`src/rtl/id_ex_stage.sv`:
```
// rtl/id_ex_stage.sv - ID/EX pipeline register with ALU decode, operand forwarding and load-use bubble insertion
module id_ex_stage #(
    parameter int XLEN  = 64,
    parameter int RA_W  = 5,
    parameter int CNT_W = 32
) (
    input  logic            clk,
    input  logic            reset,
    input  logic            stall,
    input  logic            flush,
    input  logic            id_valid,
    input  logic [XLEN-1:0] id_pc,
    input  logic [XLEN-1:0] id_rs1_data,
    input  logic [XLEN-1:0] id_rs2_data,
    input  logic [XLEN-1:0] id_imm,
    input  logic [RA_W-1:0] id_rs1,
    input  logic [RA_W-1:0] id_rs2,
    input  logic [RA_W-1:0] id_rd,
    input  logic [1:0]      id_alu_op,
    input  logic [2:0]      id_funct3,
    input  logic            id_funct7_b5,
    input  logic            id_alu_src,
    input  logic            id_reg_write,
    input  logic            id_mem_read,
    input  logic            id_mem_write,
    input  logic            id_mem_to_reg,
    input  logic            id_branch,
    input  logic            exmem_reg_write,
    input  logic            memwb_reg_write,
    input  logic [RA_W-1:0] exmem_rd,
    input  logic [RA_W-1:0] memwb_rd,
    input  logic [XLEN-1:0] exmem_result,
    input  logic [XLEN-1:0] memwb_result,
    output logic            load_use_hazard,
    output logic            ex_valid,
    output logic [XLEN-1:0] alu_a,
    output logic [XLEN-1:0] alu_b,
    output logic [3:0]      alu_control,
    output logic [XLEN-1:0] ex_store_data,
    output logic [XLEN-1:0] ex_pc,
    output logic [XLEN-1:0] ex_imm,
    output logic [RA_W-1:0] ex_rd,
    output logic            ex_reg_write,
    output logic            ex_mem_read,
    output logic            ex_mem_write,
    output logic            ex_mem_to_reg,
    output logic            ex_branch,
    output logic [CNT_W-1:0] bubble_count
);

    localparam logic [3:0] ALU_ADD = 4'b0010;

    logic            r_valid;
    logic [XLEN-1:0] r_pc, r_rs1_data, r_rs2_data, r_imm;
    logic [RA_W-1:0] r_rs1, r_rs2, r_rd;
    logic            r_alu_src, r_reg_write, r_mem_read, r_mem_write, r_mem_to_reg, r_branch;
    logic [3:0]      r_alu_control;
    logic [CNT_W-1:0] r_bubble_count;

    logic [3:0]      w_alu_control;
    logic            w_load_use;
    logic [XLEN-1:0] w_fwd_rs1, w_fwd_rs2;

    assign w_load_use = id_valid & r_valid & r_mem_read & (r_rd != '0) &
                        ((r_rd == id_rs1) | (r_rd == id_rs2));

    // I-type shares the R-type table except that bit 30 never selects sub
    always_comb begin
        w_alu_control = ALU_ADD;
        case (id_alu_op)
            2'b00: w_alu_control = ALU_ADD;
            2'b01: w_alu_control = 4'b0110;
            default: begin
                case (id_funct3)
                    3'b000: w_alu_control = (id_alu_op == 2'b10 && id_funct7_b5) ? 4'b0110 : ALU_ADD;
                    3'b111: w_alu_control = 4'b0000;
                    3'b110: w_alu_control = 4'b0001;
                    3'b100: w_alu_control = 4'b0100;
                    3'b001: w_alu_control = 4'b1000;
                    3'b101: w_alu_control = id_funct7_b5 ? 4'b1010 : 4'b1001;
                    default: w_alu_control = 4'b1111;
                endcase
            end
        endcase
    end

    always_comb begin
        w_fwd_rs1 = r_rs1_data;
        if (exmem_reg_write && exmem_rd != '0 && exmem_rd == r_rs1)
            w_fwd_rs1 = exmem_result;
        else if (memwb_reg_write && memwb_rd != '0 && memwb_rd == r_rs1)
            w_fwd_rs1 = memwb_result;

        w_fwd_rs2 = r_rs2_data;
        if (exmem_reg_write && exmem_rd != '0 && exmem_rd == r_rs2)
            w_fwd_rs2 = exmem_result;
        else if (memwb_reg_write && memwb_rd != '0 && memwb_rd == r_rs2)
            w_fwd_rs2 = memwb_result;
    end

    always_ff @(posedge clk or posedge reset) begin
        if (reset) begin
            r_valid <= 1'b0;       r_pc <= '0;          r_rs1_data <= '0;
            r_rs2_data <= '0;      r_imm <= '0;         r_rs1 <= '0;
            r_rs2 <= '0;           r_rd <= '0;          r_alu_src <= 1'b0;
            r_reg_write <= 1'b0;   r_mem_read <= 1'b0;  r_mem_write <= 1'b0;
            r_mem_to_reg <= 1'b0;  r_branch <= 1'b0;    r_alu_control <= ALU_ADD;
            r_bubble_count <= '0;
        end else if (flush || (!stall && w_load_use)) begin
            r_valid <= 1'b0;       r_pc <= '0;          r_rs1_data <= '0;
            r_rs2_data <= '0;      r_imm <= '0;         r_rs1 <= '0;
            r_rs2 <= '0;           r_rd <= '0;          r_alu_src <= 1'b0;
            r_reg_write <= 1'b0;   r_mem_read <= 1'b0;  r_mem_write <= 1'b0;
            r_mem_to_reg <= 1'b0;  r_branch <= 1'b0;    r_alu_control <= ALU_ADD;
            // Only hazard bubbles are counted, and the counter sticks at all-ones
            if (!flush && r_bubble_count != '1)
                r_bubble_count <= r_bubble_count + 1'b1;
        end else if (!stall) begin
            r_valid <= id_valid;           r_pc <= id_pc;
            r_rs1_data <= id_rs1_data;     r_rs2_data <= id_rs2_data;
            r_imm <= id_imm;               r_rs1 <= id_rs1;
            r_rs2 <= id_rs2;               r_rd <= id_rd;
            r_alu_src <= id_alu_src;       r_reg_write <= id_reg_write;
            r_mem_read <= id_mem_read;     r_mem_write <= id_mem_write;
            r_mem_to_reg <= id_mem_to_reg; r_branch <= id_branch;
            r_alu_control <= w_alu_control;
        end
    end

    assign load_use_hazard = w_load_use;
    assign ex_valid        = r_valid;
    assign alu_a           = w_fwd_rs1;
    assign alu_b           = r_alu_src ? r_imm : w_fwd_rs2;
    assign alu_control     = r_alu_control;
    assign ex_store_data   = w_fwd_rs2;
    assign ex_pc           = r_pc;
    assign ex_imm          = r_imm;
    assign ex_rd           = r_rd;
    assign ex_reg_write    = r_reg_write;
    assign ex_mem_read     = r_mem_read;
    assign ex_mem_write    = r_mem_write;
    assign ex_mem_to_reg   = r_mem_to_reg;
    assign ex_branch       = r_branch;
    assign bubble_count    = r_bubble_count;

endmodule
```
`config.mk`:
```
export PLATFORM = sky130hd
export DESIGN_NAME = id_ex_stage
export DESIGN_NICKNAME = d
export VERILOG_FILES = /design/src/rtl/id_ex_stage.sv
export SDC_FILE = /design/constraint.sdc
export NUM_CORES = 1
export LEC_CHECK = 0
export ABC_AREA = 1
export BUFFER_PORTS_ARGS = -buffer_cell sky130_fd_sc_hd__buf_2
export CORE_AREA = 2 2 312 314
export DETAILED_ROUTE_END_ITERATION = 8
export DIE_AREA = 0 0 314 316
export GPL_TIMING_DRIVEN = 0
export PLACE_DENSITY = 0.42
export SLEW_MARGIN = 20
export SYNTH_ARGS = -nofsm -noshare
export SYNTH_HDL_FRONTEND = slang
export SYNTH_SLANG_ARGS = --single-unit
```
`constraint.sdc`:
```
create_clock -name clk -period 30.6 [get_ports clk]
set_input_delay 6.12 -clock clk [delete_from_list [all_inputs] [get_ports clk]]
set_output_delay 6.12 -clock clk [all_outputs]
set_load 0.005 [all_outputs]
```
# Word level (Yosys, flattened, before mapping)
# Index checks and enable logic that the tools add are counted.
# word_totals
ram_bits	0
latch_bits	0
mem_count	0
mem_bits_ro	0
word_cells	94
in_bits	428
out_inout_bits	368
regBits	314
# op_classes
n_shift	0
multipliers	0
div	0
n_lt_le_gt_ge	0
eq_ne	15
mux	39
reduce_logical	18
n_bitwise	5
add_sub_neg	1
# ops
cell	n
two-way mux 64 bit	13
adder 32 x 1 -> 32 bit (second input constant)	1
!= test 32 bit (second input constant)	1
equality test 5 bit	6
two-way mux 5 bit	6
one-hot mux 4 bit (6 select lines)	1
nonzero test 5 bit	3
two-way mux 1 bit	14
equality test 3 bit (second input constant)	4
logical AND 1 bit	9
two-way mux 4 bit	2
one-hot mux 4 bit (2 select lines)	1
bitwise AND 1 bit	4
equality test 3 x 1 -> 1 bit (second input constant)	1
logical NOT 3 bit	1
two-way mux 3 bit	1
equality test 2 x 1 -> 1 bit (second input constant)	1
equality test 2 bit (second input constant)	1
logical NOT 1 bit	2
logical NOT 2 bit	1
two-way mux 2 bit	1
!= test 2 x 1 -> 1 bit (second input constant)	1
AND reduction 2 bit	1
logical OR 1 bit	1
OR 1 bit	1

# Longest topological paths before layout
# depth
word_depth	7
ltp_mapped	12
mapped_depth_nobuf	11

# Worst setup path after synthesis
# Ideal clock, no wire load.
# synth_path
kind	input -> output
start	input port exmem_rd[0]
end	output port ex_store_data[10]
path_stages	6
path_slack_ps	17298
path_buffers	1
arrival_time_ps	7182
cell_sequence	xnor2_1 > nand2_1 > nor3_4 > buf_6 > nand3_1 > and2_1
# synth_between
elab_chain_cells	4
word_cells_on_any_way	5
classes_between	eq/ne (1); mux (1); reduce/logical (3)
# synth_rtl
item	line_no	source
from (decl)	30	input logic [RA_W-1:0] exmem_rd,
nonzero test 5 bit	95	if (exmem_reg_write && exmem_rd != '0 && exmem_rd == r_rs2)
logical AND 1 bit	95	
logical AND 1 bit *	95	
two-way mux 64 bit *	95	
to (decl)	39	output logic [XLEN-1:0] ex_store_data,
# Mark *: on every way between the ends. The rest lies on a longest branch, timed or not.

# Worst setup path in the final report
# layout_path
start	input port exmem_rd[3]
end	output port alu_b[57]
# layout_between
elab_chain_cells	5
word_cells_on_any_way	6
classes_between	eq/ne (1); mux (2); reduce/logical (3)
# layout_rtl
item	line_no	source
nonzero test 5 bit	95	
logical AND 1 bit	95	
logical AND 1 bit *	95	
two-way mux 64 bit *	95	
two-way mux 64 bit *	133	assign alu_b = r_alu_src ? r_imm : w_fwd_rs2;
to (decl)	37	output logic [XLEN-1:0] alu_b,
# Marks and branches as above.

==> results by group <==
Global route
  • All-layer global routing usage: 0.209
  • Initial antenna violation count: 32
  • Total grt overflow: 0
  • First-pass GRT wire length: 151 mm
  • Largest net degree at the start of global routing: 85
  • Vias in the first global route: 21600

Yosys
  • Compound-cell area share of the yosys netlist: 0.0971
  • Sequential element share of the synthesized area: 0.424
  • Synth Instances: 2600
  • Top cells by area, synth: dfrtp_1, nand2_1, nand3_1, o21ai_0, nand4_1
  • Synth Register Bits: 314
  • Synth Area per Inst: 7.12 um^2
  • Syn nets: 3029
  • Mux contribution to synthesized area: 0
  • Simple-gate share of the synthesized area: 0.374
  • Top cell type's share of synthesized area: 0.423
  • Most used DFF post-synth: dfrtp_1
  • Number of different library cells in the post-synthesis netlist: 33
  • Largest family of logic cells by synthesized area: simple AND/OR/NAND/NOR gates
  • Ys Warns: 0
  • Post-synthesis adder-cell area fraction: 0.000676
  • Synth Area in XOR/XNOR: 0.0147
  • EDFF count, synth: 0
  • Post-Syn Area: 18500 um^2
  • Ys async rst share: 1.00
  • Synth area leader: dfrtp_1
  • Post-synth top cells: nand2_1, dfrtp_1, nand3_1
  • Count leader, synth: nand2_1

Timing
  • # setup viols final: 0
  • RSZ-0062 raised after global routing: no
  • Minimum clock period: 14560 ps
  • Peak Freq: 68.7 MHz
  • Crit share post-route: 0.476
  • Rel. slew slack: 0.281
  • Slew Viols, Final: 0
  • Slew of the pin with the lowest slew margin: 1080 ps
  • Fin Setup TNS: 0 ps
  • Final hold violations: 0
  • Fin Clk Skew: 24.5 ps

Pwr
  • Cell area power density: 47.4 nW/um^2
  • Cell leakage power: 13.4 nW
  • Power Internal: 827 uW
  • Comb pwr share: 0.203
  • Sw Ratio: 0.321
  • Seq pwr share: 0.376
  • Switch Pwr: 392 uW
  • Clock power share: 0.421
  • VDD IR max: 0.0000327 V

Clock tree
  • Max clock buf depth: 3
  • TritonCTS Buffers: 43
  • CTS resizes: 0
  • Post-CTS Setup Inserts: 0
  • Root buf cell: clkbuf_16
  • Hold_buf cts: 0
  • CTS tree: built
  • Htree depth: 2
  • Clock Sinks: 314
  • CTS clk-pin slew, worst paths: 60 ps
  • Clock latency on the worst-skew pair: 590 ps

Setup path
  • Worst EP arrival: 8440 ps
  • Critical path class: input pin to primary output
  • Worst Path Max Fanout: 10
  • Req. time, crit path: 24480 ps
  • Worst setup EP type: primary output
  • Critical path startpoint category: input pin

Placed design
  • Routability Congestion: 0.921
  • Placed Cells: 4678
  • Port bufs: 795
  • HPWL Detailed: 85.3 mm

Routing
  • Vias: 21600
  • DRC Markers: 0
  • Vias per cell: 4.52
  • ANT nets after route: 0
  • Drt first-iter violations: 1616
  • Drt wl/cell: 22.7 um
  • Routed WL: 108 mm
  • Initial DRT Pass Iterations: 5

Die
  • Die width: 314 um
  • Ports: 796
  • Initial Util: 0.193
  • Die Y: 316 um
  • Row cnt: 114
  • Core area: 96000 um^2
  • Die area: 99200 um^2

Final layout
  • Finished Layout Cells: 4774
  • Area growth syn-to-layout: 38.8%
  • Fillers: 11100
  • Share of layout cells above drive strength 1: 0.286
  • Fin nets: 3876

Job
  • Max-Cap Viols: 0

Run status
  • Status: completed

Hold path
  • HP Class: register to register
worst max-delay path: stages:
cell	delay, ps
buf_2	130
xor2_1	160
nor2_1	170
buf_2	540
buf_1	620
nand3_1	190
nand3_1	270
nand2_1	80
buf_2	140
final cells by class:
| class | count | area (um^2) | share of cell area |
|---|---|---|---|
| Antenna cell | 17 | 42.5 | 0.00166 |
| Buffer | 201 | 946 | 0.0368 |
| Clock buffer | 64 | 1280 | 0.0497 |
| Clock inverter | 15 | 124 | 0.00482 |
| Inverter | 187 | 709 | 0.0276 |
| Multi-Input combinational cell | 1898 | 9020 | 0.351 |
| Sequential cell | 314 | 7860 | 0.306 |
| Tap cell | 1276 | 1600 | 0.0621 |
| Timing Repair Buffer | 802 | 4130 | 0.161 |
layout by cell type (no fill, tap or decap), types with 16 or more instances in the layout:
cell type	instances
o21ai_1	18
clkbuf_16	44
clkbuf_1	103
a21oi_1	108
nor3_1	19
nor2_1	63
buf_1	16
dfrtp_1	313
nand3b_1	68
buf_2	864
and2_1	64
diode_2	17
xor2_1	22
nand3_1	289
nand2_1	853
nand4_1	131
o21ai_0	216
inv_1	180
kinds of logic (layout without fill, tap and decap cells):
group / Yosys count / after routing
XOR/XNOR: 31 / 31
AND/OR/NAND/NOR: 1511 / 1511
other: 0 / 17
AO/OA/AOI/OAI: 355 / 355
adder cells (fa/ha/maj): 1 / 1
flip-flops: 314 / 314
buffers and inverters: 388 / 1269
final timing paths:
check                                 end  slack, ps         from  depth (start not counted)
max                             alu_b[57]      16040  exmem_rd[3]                          9
min                             ex_pc[63]        480    ex_pc[63]                          2
max reg2reg                alu_control[0]      27590     ex_rd[0]                          9
min reg2reg                     ex_pc[63]        480    ex_pc[63]                          2
max in group asynchronous  r_rs1_data[43]      23610        reset                          5
min in group asynchronous       ex_pc[47]       5480        reset                          2
metal layers:
layer | GRT usage | part of all wire | up-vias
li1 | - | - | 10300
met1 | 0.264 | 0.42 | 10300
met2 | 0.353 | 0.48 | 863
met3 | 0.0490 | 0.072 | 153
met4 | 0.0648 | 0.028 | 18
met5 | 0 | 0.0010 | -
power by group through the flow:
stage | Combinational (mW) | Clock, mW | Sequential [mW]
2_1_floorplan | 0.111 | 0 | 0.463
3_3_place_gp | 0.248 | 0 | 0.466
3_5_place_dp | 0.250 | 0 | 0.465
4_1_cts | 0.251 | 0.529 | 0.458
5_1_grt | 0.273 | 0.545 | 0.461
6_report | 0.247 | 0.514 | 0.458
per-stage QoR:
stage	total power, mW	setup slack, ps	hold WS (ps)	util	area [um^2]
2_1_floorplan	0.574	15800	453	-	18500
3_3_place_gp	0.714	10440	464	0.251	24100
3_5_place_dp	0.715	16000	467	0.253	24300
4_1_cts	1.24	15980	482	0.267	25700
5_1_grt	1.28	15930	502	0.268	25700
6_report	1.22	16040	477	0.268	25700
Note: power is estimated with default switching activity, not from simulation.
